`config.mk`:
```
export PLATFORM = sky130hd
export DESIGN_NAME = cpu_mem_xfer_flat
export DESIGN_NICKNAME = d
export VERILOG_FILES = /design/src/rtl/cpu_mem_xfer_if.sv /design/src/rtl/cpu_mem_xfer.sv /design/src/flat_wrapper.sv
export SDC_FILE = /design/constraint.sdc
export NUM_CORES = 1
export LEC_CHECK = 0
export ABC_AREA = 1
export BUFFER_PORTS_ARGS = -buffer_cell sky130_fd_sc_hd__buf_4
export CELL_PAD_IN_SITES_DETAIL_PLACEMENT = 1
export CELL_PAD_IN_SITES_GLOBAL_PLACEMENT = 1
export CORE_UTILIZATION = 38
export CTS_BUF_LIST = sky130_fd_sc_hd__clkbuf_8
export DETAILED_ROUTE_END_ITERATION = 10
export GPL_ROUTABILITY_DRIVEN = 0
export PLACE_DENSITY = 0.87
export RECOVER_POWER = 50
export SLEW_MARGIN = 10
export SYNTH_ARGS = -nofsm -noshare
export SYNTH_HDL_FRONTEND = slang
export SYNTH_SLANG_ARGS = --single-unit
```
`constraint.sdc`:
```
create_clock -name clk -period 2.85 [get_ports clk]
set_input_delay 0.285 -clock clk [delete_from_list [all_inputs] [get_ports clk]]
set_output_delay 0.285 -clock clk [all_outputs]
set_load 0.005 [all_outputs]
```
`src/rtl/cpu_mem_xfer_if.sv`:
```
// Bus bundle between the Chip-8 block-transfer engine and its environment:
// decoder request, register-file port, I register update and memory port A.
interface cpu_mem_xfer_if;
   logic        start;
   logic [1:0]  op;
   logic [3:0]  x;
   logic [11:0] i_in;
   logic        busy;
   logic        done;
   logic        err;
   logic [3:0]  reg_idx;
   logic [7:0]  reg_rdata;
   logic        reg_we;
   logic [7:0]  reg_wdata;
   logic        i_we;
   logic [11:0] i_out;
   logic        mem_en;
   logic        mem_write;
   logic [11:0] mem_addr;
   logic [7:0]  mem_wdata;
   logic [7:0]  mem_rdata;

   // Engine side: owns port A, the register-file strobes and the I update.
   modport master (
      input  start, op, x, i_in, reg_rdata, mem_rdata,
      output busy, done, err, reg_idx, reg_we, reg_wdata,
             i_we, i_out, mem_en, mem_write, mem_addr, mem_wdata
   );

   // Environment side: decoder, register file and memory.
   modport slave (
      output start, op, x, i_in, reg_rdata, mem_rdata,
      input  busy, done, err, reg_idx, reg_we, reg_wdata,
             i_we, i_out, mem_en, mem_write, mem_addr, mem_wdata
   );
endinterface

```
`src/rtl/cpu_mem_xfer.sv`:
```
// Block-transfer engine for Chip-8 FX33 (BCD), FX55 (store) and FX65 (load)
// between the register file and memory port A.
module cpu_mem_xfer #(
   parameter bit          I_INC      = 1'b1,
   parameter int unsigned PROT_LIMIT = 512
) (
   input  logic           clk,
   input  logic           reset,
   cpu_mem_xfer_if.master bus
);

   typedef enum logic [2:0] {
      S_IDLE, S_BCD_RD, S_BCD_WR, S_STORE, S_LOAD, S_FIN
   } state_t;

   typedef enum logic [1:0] {
      OP_BCD = 2'd0, OP_STORE = 2'd1, OP_LOAD = 2'd2, OP_INVALID = 2'd3
   } op_t;

   state_t      state;
   op_t         op_q;
   logic [3:0]  x_q;
   logic [11:0] i_q;
   logic [4:0]  k;
   logic [3:0]  tens_q;
   logic [3:0]  ones_q;
   logic        prot_q;

   logic        busy_q;
   logic        done_q;
   logic        err_q;
   logic [3:0]  reg_idx_q;
   logic        reg_we_q;
   logic        i_we_q;
   logic [11:0] i_out_q;
   logic        mem_en_q;
   logic        mem_write_q;
   logic [11:0] mem_addr_q;
   logic [7:0]  bcd_wdata_q;

   logic [4:0]  k_next;
   logic [11:0] addr_next;
   logic        wr_prot;
   logic        to_fin;

   // Step helpers: next counter/address, protected-write detect, last-step detect.
   always_comb begin
      k_next    = k + 5'd1;
      addr_next = i_q + {7'd0, k_next};
      wr_prot   = mem_en_q && mem_write_q && ({20'd0, mem_addr_q} < PROT_LIMIT);
      to_fin    = 1'b0;
      case (state)
         S_BCD_WR: to_fin = (k == 5'd2);
         S_STORE:  to_fin = (k == {1'b0, x_q});
         S_LOAD:   to_fin = (k == ({1'b0, x_q} + 5'd1));
         default:  to_fin = 1'b0;
      endcase
   end

   assign bus.busy      = busy_q;
   assign bus.done      = done_q;
   assign bus.err       = err_q;
   assign bus.reg_idx   = reg_idx_q;
   assign bus.reg_we    = reg_we_q;
   assign bus.i_we      = i_we_q;
   assign bus.i_out     = i_out_q;
   assign bus.mem_en    = mem_en_q;
   assign bus.mem_write = mem_write_q;
   assign bus.mem_addr  = mem_addr_q;
   // Data paths that bypass the registers so one byte moves per cycle.
   assign bus.mem_wdata = (state == S_STORE) ? bus.reg_rdata : bcd_wdata_q;
   assign bus.reg_wdata = (state == S_LOAD) ? bus.mem_rdata : 8'd0;

   // Sequencer: outputs are registered alongside the state they belong to.
   always_ff @(posedge clk or posedge reset) begin
      if (reset) begin
         state       <= S_IDLE;
         op_q        <= OP_BCD;
         x_q         <= '0;
         i_q         <= '0;
         k           <= '0;
         tens_q      <= '0;
         ones_q      <= '0;
         prot_q      <= 1'b0;
         busy_q      <= 1'b0;
         done_q      <= 1'b0;
         err_q       <= 1'b0;
         reg_idx_q   <= '0;
         reg_we_q    <= 1'b0;
         i_we_q      <= 1'b0;
         i_out_q     <= '0;
         mem_en_q    <= 1'b0;
         mem_write_q <= 1'b0;
         mem_addr_q  <= '0;
         bcd_wdata_q <= '0;
      end else begin
         done_q <= 1'b0;
         i_we_q <= 1'b0;
         if (state != S_IDLE) prot_q <= prot_q | wr_prot;
         if (to_fin) begin
            state       <= S_FIN;
            done_q      <= 1'b1;
            err_q       <= prot_q | wr_prot;
            mem_en_q    <= 1'b0;
            mem_write_q <= 1'b0;
            mem_addr_q  <= '0;
            bcd_wdata_q <= '0;
            reg_we_q    <= 1'b0;
            reg_idx_q   <= '0;
            if (I_INC && (op_q != OP_BCD)) begin
               i_we_q  <= 1'b1;
               i_out_q <= i_q + {8'd0, x_q} + 12'd1;
            end
         end else begin
            case (state)
               S_IDLE: begin
                  if (bus.start) begin
                     op_q   <= op_t'(bus.op);
                     x_q    <= bus.x;
                     i_q    <= bus.i_in;
                     k      <= '0;
                     err_q  <= 1'b0;
                     prot_q <= 1'b0;
                     busy_q <= 1'b1;
                     case (op_t'(bus.op))
                        OP_BCD: begin
                           state     <= S_BCD_RD;
                           reg_idx_q <= bus.x;
                        end
                        OP_STORE: begin
                           state       <= S_STORE;
                           reg_idx_q   <= '0;
                           mem_en_q    <= 1'b1;
                           mem_write_q <= 1'b1;
                           mem_addr_q  <= bus.i_in;
                        end
                        OP_LOAD: begin
                           state       <= S_LOAD;
                           reg_idx_q   <= '0;
                           mem_en_q    <= 1'b1;
                           mem_write_q <= 1'b0;
                           mem_addr_q  <= bus.i_in;
                        end
                        default: begin
                           state  <= S_FIN;
                           done_q <= 1'b1;
                           err_q  <= 1'b1;
                        end
                     endcase
                  end
               end
               S_BCD_RD: begin
                  state       <= S_BCD_WR;
                  k           <= '0;
                  reg_idx_q   <= '0;
                  bcd_wdata_q <= bus.reg_rdata / 8'd100;
                  tens_q      <= 4'((bus.reg_rdata % 8'd100) / 8'd10);
                  ones_q      <= 4'(bus.reg_rdata % 8'd10);
                  mem_en_q    <= 1'b1;
                  mem_write_q <= 1'b1;
                  mem_addr_q  <= i_q;
               end
               S_BCD_WR: begin
                  k           <= k_next;
                  mem_addr_q  <= addr_next;
                  bcd_wdata_q <= (k == 5'd0) ? {4'd0, tens_q} : {4'd0, ones_q};
               end
               S_STORE: begin
                  k          <= k_next;
                  reg_idx_q  <= k_next[3:0];
                  mem_addr_q <= addr_next;
               end
               S_LOAD: begin
                  // Read for step k_next issues while the byte from step k lands.
                  k           <= k_next;
                  mem_en_q    <= (k_next <= {1'b0, x_q});
                  mem_write_q <= 1'b0;
                  mem_addr_q  <= (k_next <= {1'b0, x_q}) ? addr_next : 12'd0;
                  reg_we_q    <= 1'b1;
                  reg_idx_q   <= k[3:0];
               end
               S_FIN: begin
                  state   <= S_IDLE;
                  busy_q  <= 1'b0;
                  i_out_q <= '0;
               end
               default: state <= S_IDLE;
            endcase
         end
      end
   end

endmodule
```
`src/flat_wrapper.sv`:
```
// flat-port wrapper written by rule: the top's interface ports become plain ports
module cpu_mem_xfer_flat 
#(
   parameter bit          I_INC      = 1'b1,
   parameter int unsigned PROT_LIMIT = 512
)
  (clk, reset, bus_start, bus_op, bus_x, bus_i_in, bus_reg_rdata, bus_mem_rdata, bus_busy, bus_done, bus_err, bus_reg_idx, bus_reg_we, bus_reg_wdata, bus_i_we, bus_i_out, bus_mem_en, bus_mem_write, bus_mem_addr, bus_mem_wdata);
  cpu_mem_xfer_if bus_i ();
  input  logic clk;
  input  logic reset;
  input wire logic [$bits(bus_i.start)-1:0] bus_start;
  input wire logic [$bits(bus_i.op)-1:0] bus_op;
  input wire logic [$bits(bus_i.x)-1:0] bus_x;
  input wire logic [$bits(bus_i.i_in)-1:0] bus_i_in;
  input wire logic [$bits(bus_i.reg_rdata)-1:0] bus_reg_rdata;
  input wire logic [$bits(bus_i.mem_rdata)-1:0] bus_mem_rdata;
  output wire logic [$bits(bus_i.busy)-1:0] bus_busy;
  output wire logic [$bits(bus_i.done)-1:0] bus_done;
  output wire logic [$bits(bus_i.err)-1:0] bus_err;
  output wire logic [$bits(bus_i.reg_idx)-1:0] bus_reg_idx;
  output wire logic [$bits(bus_i.reg_we)-1:0] bus_reg_we;
  output wire logic [$bits(bus_i.reg_wdata)-1:0] bus_reg_wdata;
  output wire logic [$bits(bus_i.i_we)-1:0] bus_i_we;
  output wire logic [$bits(bus_i.i_out)-1:0] bus_i_out;
  output wire logic [$bits(bus_i.mem_en)-1:0] bus_mem_en;
  output wire logic [$bits(bus_i.mem_write)-1:0] bus_mem_write;
  output wire logic [$bits(bus_i.mem_addr)-1:0] bus_mem_addr;
  output wire logic [$bits(bus_i.mem_wdata)-1:0] bus_mem_wdata;
  assign bus_i.start = bus_start;
  assign bus_i.op = bus_op;
  assign bus_i.x = bus_x;
  assign bus_i.i_in = bus_i_in;
  assign bus_i.reg_rdata = bus_reg_rdata;
  assign bus_i.mem_rdata = bus_mem_rdata;
  assign bus_busy = bus_i.busy;
  assign bus_done = bus_i.done;
  assign bus_err = bus_i.err;
  assign bus_reg_idx = bus_i.reg_idx;
  assign bus_reg_we = bus_i.reg_we;
  assign bus_reg_wdata = bus_i.reg_wdata;
  assign bus_i_we = bus_i.i_we;
  assign bus_i_out = bus_i.i_out;
  assign bus_mem_en = bus_i.mem_en;
  assign bus_mem_write = bus_i.mem_write;
  assign bus_mem_addr = bus_i.mem_addr;
  assign bus_mem_wdata = bus_i.mem_wdata;
  cpu_mem_xfer #(.I_INC(I_INC), .PROT_LIMIT(PROT_LIMIT)) u_core (.clk(clk), .reset(reset), .bus(bus_i));
endmodule
```
==> impl_metrics.toml <==
[synth]
yosysTopAreaCell = "dfrtp_1"
yosys-top-cells-count = "nand2_1, inv_1, o21ai_0"
synthArstFlopShare_pct = 100
synth.distinct_cells = 49
netlist_instances = 766
yosysMostFrequentCell = "nand2_1"
syn_nets = 832
synth_edf_count = 0
ys_seq_elements = 74
synth_sequential_area_ratio_pct = 33.9
synth.avg_cell_area_um2 = 7.14
ys.flop_type = "dfrtp_1"
yosys_warnings = 0
netlist_top_cells_area = "dfrtp_1, nand2_1, inv_1"
syn_area_mm2 = 0.00547
synth_top_area_share_pct = 33.9

[place]
dp_cells = 1053
hpwlAfterDp_um = 13700
io_buffers = 87

[route]
final_antenna_net_count = 0
via_count = 5763
finalWirelength_um = 18200
drt_iter0_drc = 358
wl_per_cell_um = 16.9
firstDrtPassIters = 4
drc_errors = 0
via_per_inst = 5.37

[die]
start_util_pct = 39.1
num_io_pins = 88
die_width_um = 122
rows = 43
die-area_mm2 = 0.0149
fp.dieH_um = 122
core_area_mm2 = 0.0140

[clock_tree]
numCtsBuffers = 9
clock_sinks = 74
clk_path_buf_depth = 2
h-tree-depth = 3
clk_pin_slew_worst_paths_ns = 0.08
cts_tree = "built"
cts-root-buf = "clkbuf_8"
worstSkewPairLatency_ns = 0.36

[flow_run]
maxCapViolCount = 0

[power]
vdd_drop_max_mv = 0.385
powerDensity_mw_per_mm2 = 1070
cellLeakagePower_nw = 3.58
total_power_w = 0.00744

[sta]
relSlewSlack_pct = 41.2
setup_viol = 0
min_period_ns = 2.79
hold_viol_final = 0
tightestPinTransition_ns = 0.881
rsz0062_at_grt = "yes"
period_share_pct = 97.7
holdWs_ns = 0.156
worst_clock_skew_ns = 0.0126
final_max_slew_viol_count = 0
clock.fmax_mhz = 359
tns_ns = 0

[global_routing]
grt_pass1_wl_um = 28100
track_usage_pct = 24.3
antenna_found_initial = 0
grt_max_degree = 29
overflow = 0
grt_pass1_vias = 5614

[layout]
num_antenna_cells = 0
nets = 955
drive_gt1_share_pct = 25.6
layout.cells.non_filler = 1074
post-route-util_pct = 49.9
area_delta_synth_final_pct = 27.7

[worst_setup_path]
critical_path.startpoint_type = "flop"
end_kind = "flop"
crit_type = "flop to flop"
cp.required_ns = 3.14
critPathArrivalTime_ns = 3.07
cp_max_fo = 7

[run_status]
status = "completed"

[worst_hold_path]
min_path_type = "input pin to flop"
==> sequential cells by signal, summed over array words and instances (netlist names) <==
name                  count
u_core.i_q               12
u_core.tens_q             4
u_core.bus.i_out         12
u_core.ones_q             4
u_core.bus.reg_idx        4
u_core.op_q               2
u_core.bus.busy           1
u_core.bus.mem_write      1
u_core.prot_q             1
u_core.bus.mem_en         1
u_core.bus.mem_addr      12
u_core.x_q                4
u_core.bus.done           1
u_core.state              3
u_core.bus.err            1
u_core.bus.i_we           1
u_core.bus.reg_we         1
u_core.k                  5
u_core.bcd_wdata_q        4
==> power breakdown <==
| part | switching, W | total (W) | internal (W) | leakage [nW] |
|---|---|---|---|---|
| Clock | 0.000435 | 0.00112 | 0.000690 | 0.138 |
| Sequential | 0.000385 | 0.00190 | 0.00152 | 0.940 |
| Combinational | 0.00271 | 0.00441 | 0.00171 | 2.50 |
==> logic make-up (layout without fill, tap and decap cells) <==
logic type | after synthesis | count (layout) | synth area share, %
and+or+nand+nor | 360 | 361 | 30.6
buffers and inverters | 132 | 259 | 9.47
adders and majority gates | 29 | 29 | 6.91
AOI/OAI and AO/OA | 160 | 160 | 17.4
xor gates and xnor gates | 11 | 11 | 1.76
DFF | 74 | 74 | 33.9
==> critical path, cell delays in order (launching register included) <==
cell and delay, ns:
dfrtp_1 0.42, buf_4 0.18, nand3_1 0.12, xor2_2 0.31
ha_1 0.33, a21oi_2 0.16, o21ai_0 0.10, o21ai_1 0.12
nand2_1 0.09, inv_1 0.09, o21ai_2 0.08, buf_4 0.17
nor3b_2 0.18, a221oi_2 0.05, buf_4 0.18, o21ai_1 0.13
==> placed cells by master, fill, tap and decap left out, drive strengths merged, types with 2 or more instances in the layout <==
cell,instances
o221ai,4
nor2,70
o22ai,7
ha,27
nand4,8
inv,116
or2,5
a221oi,5
nand2,203
clkbuf,48
o211ai,4
a31oi,3
a22oi,3
a21oi,29
o21ai,94
buf,88
xor2,8
dfrtp,74
o31ai,6
bufinv,4
xnor2,3
nand3b,2
nor3,5
nand3,66
fa,2
==> per-layer routing <==
layer / vias up / share of wire [%] / global-route usage, %
li1: 2750 / - / -
met1: 2803 / 44 / 31.0
met2: 177 / 49 / 41.7
met3: 33 / 4.5 / 3.70
met4: 0 / 2.5 / 8.26
met5: - / 0 / 0
==> path summary, 6_finish.rpt <==
| kind | start | to | slack [ns] | cells past startpoint |
|---|---|---|---|---|
| max | u_core.k[0] | u_core.bus.mem_addr[3] | 0.06 | 15 |
| max in group asynchronous | reset | u_core.k[0] | 0.98 | 4 |
| min reg2reg | u_core.bus.i_out[4] | u_core.bus.i_out[4] | 0.49 | 2 |
| min | bus_x[1] | u_core.x_q[1] | 0.16 | 3 |
| min in group asynchronous | reset | u_core.bus.i_we | 0.66 | 3 |
| max reg2reg | u_core.k[0] | u_core.bus.mem_addr[3] | 0.06 | 15 |
==> area by class of cell <==
cell class | count | area, µm²
fill | 1811 | 7010
multi-input combinational | 561 | 3280
sequential | 74 | 1850
timing repair buffer | 127 | 925
inverter | 116 | 439
tap | 180 | 225
clock buffer | 10 | 138
clock inverter | 6 | 129
==> metrics by stage <==
step	area [µm²]	setup WS, ns
floorplan	5470	0.0209
global placement	6540	-0.0275
detailed placement	6540	-0.233
CTS	6830	-0.00874
global route	6980	-0.0526
finish	6980	0.0645
==> what timing repair did <==
item                                    CTS  global route
hold buffers                              1             0
buffers inserted                          0             3
gates resized for setup                   2            40
pin swaps                                 0             7
endpoints found under the setup margin    4            17
gates cloned                              0             1
hold endpoints to repair                 21             0
Power figures use the tool's default switching activity.
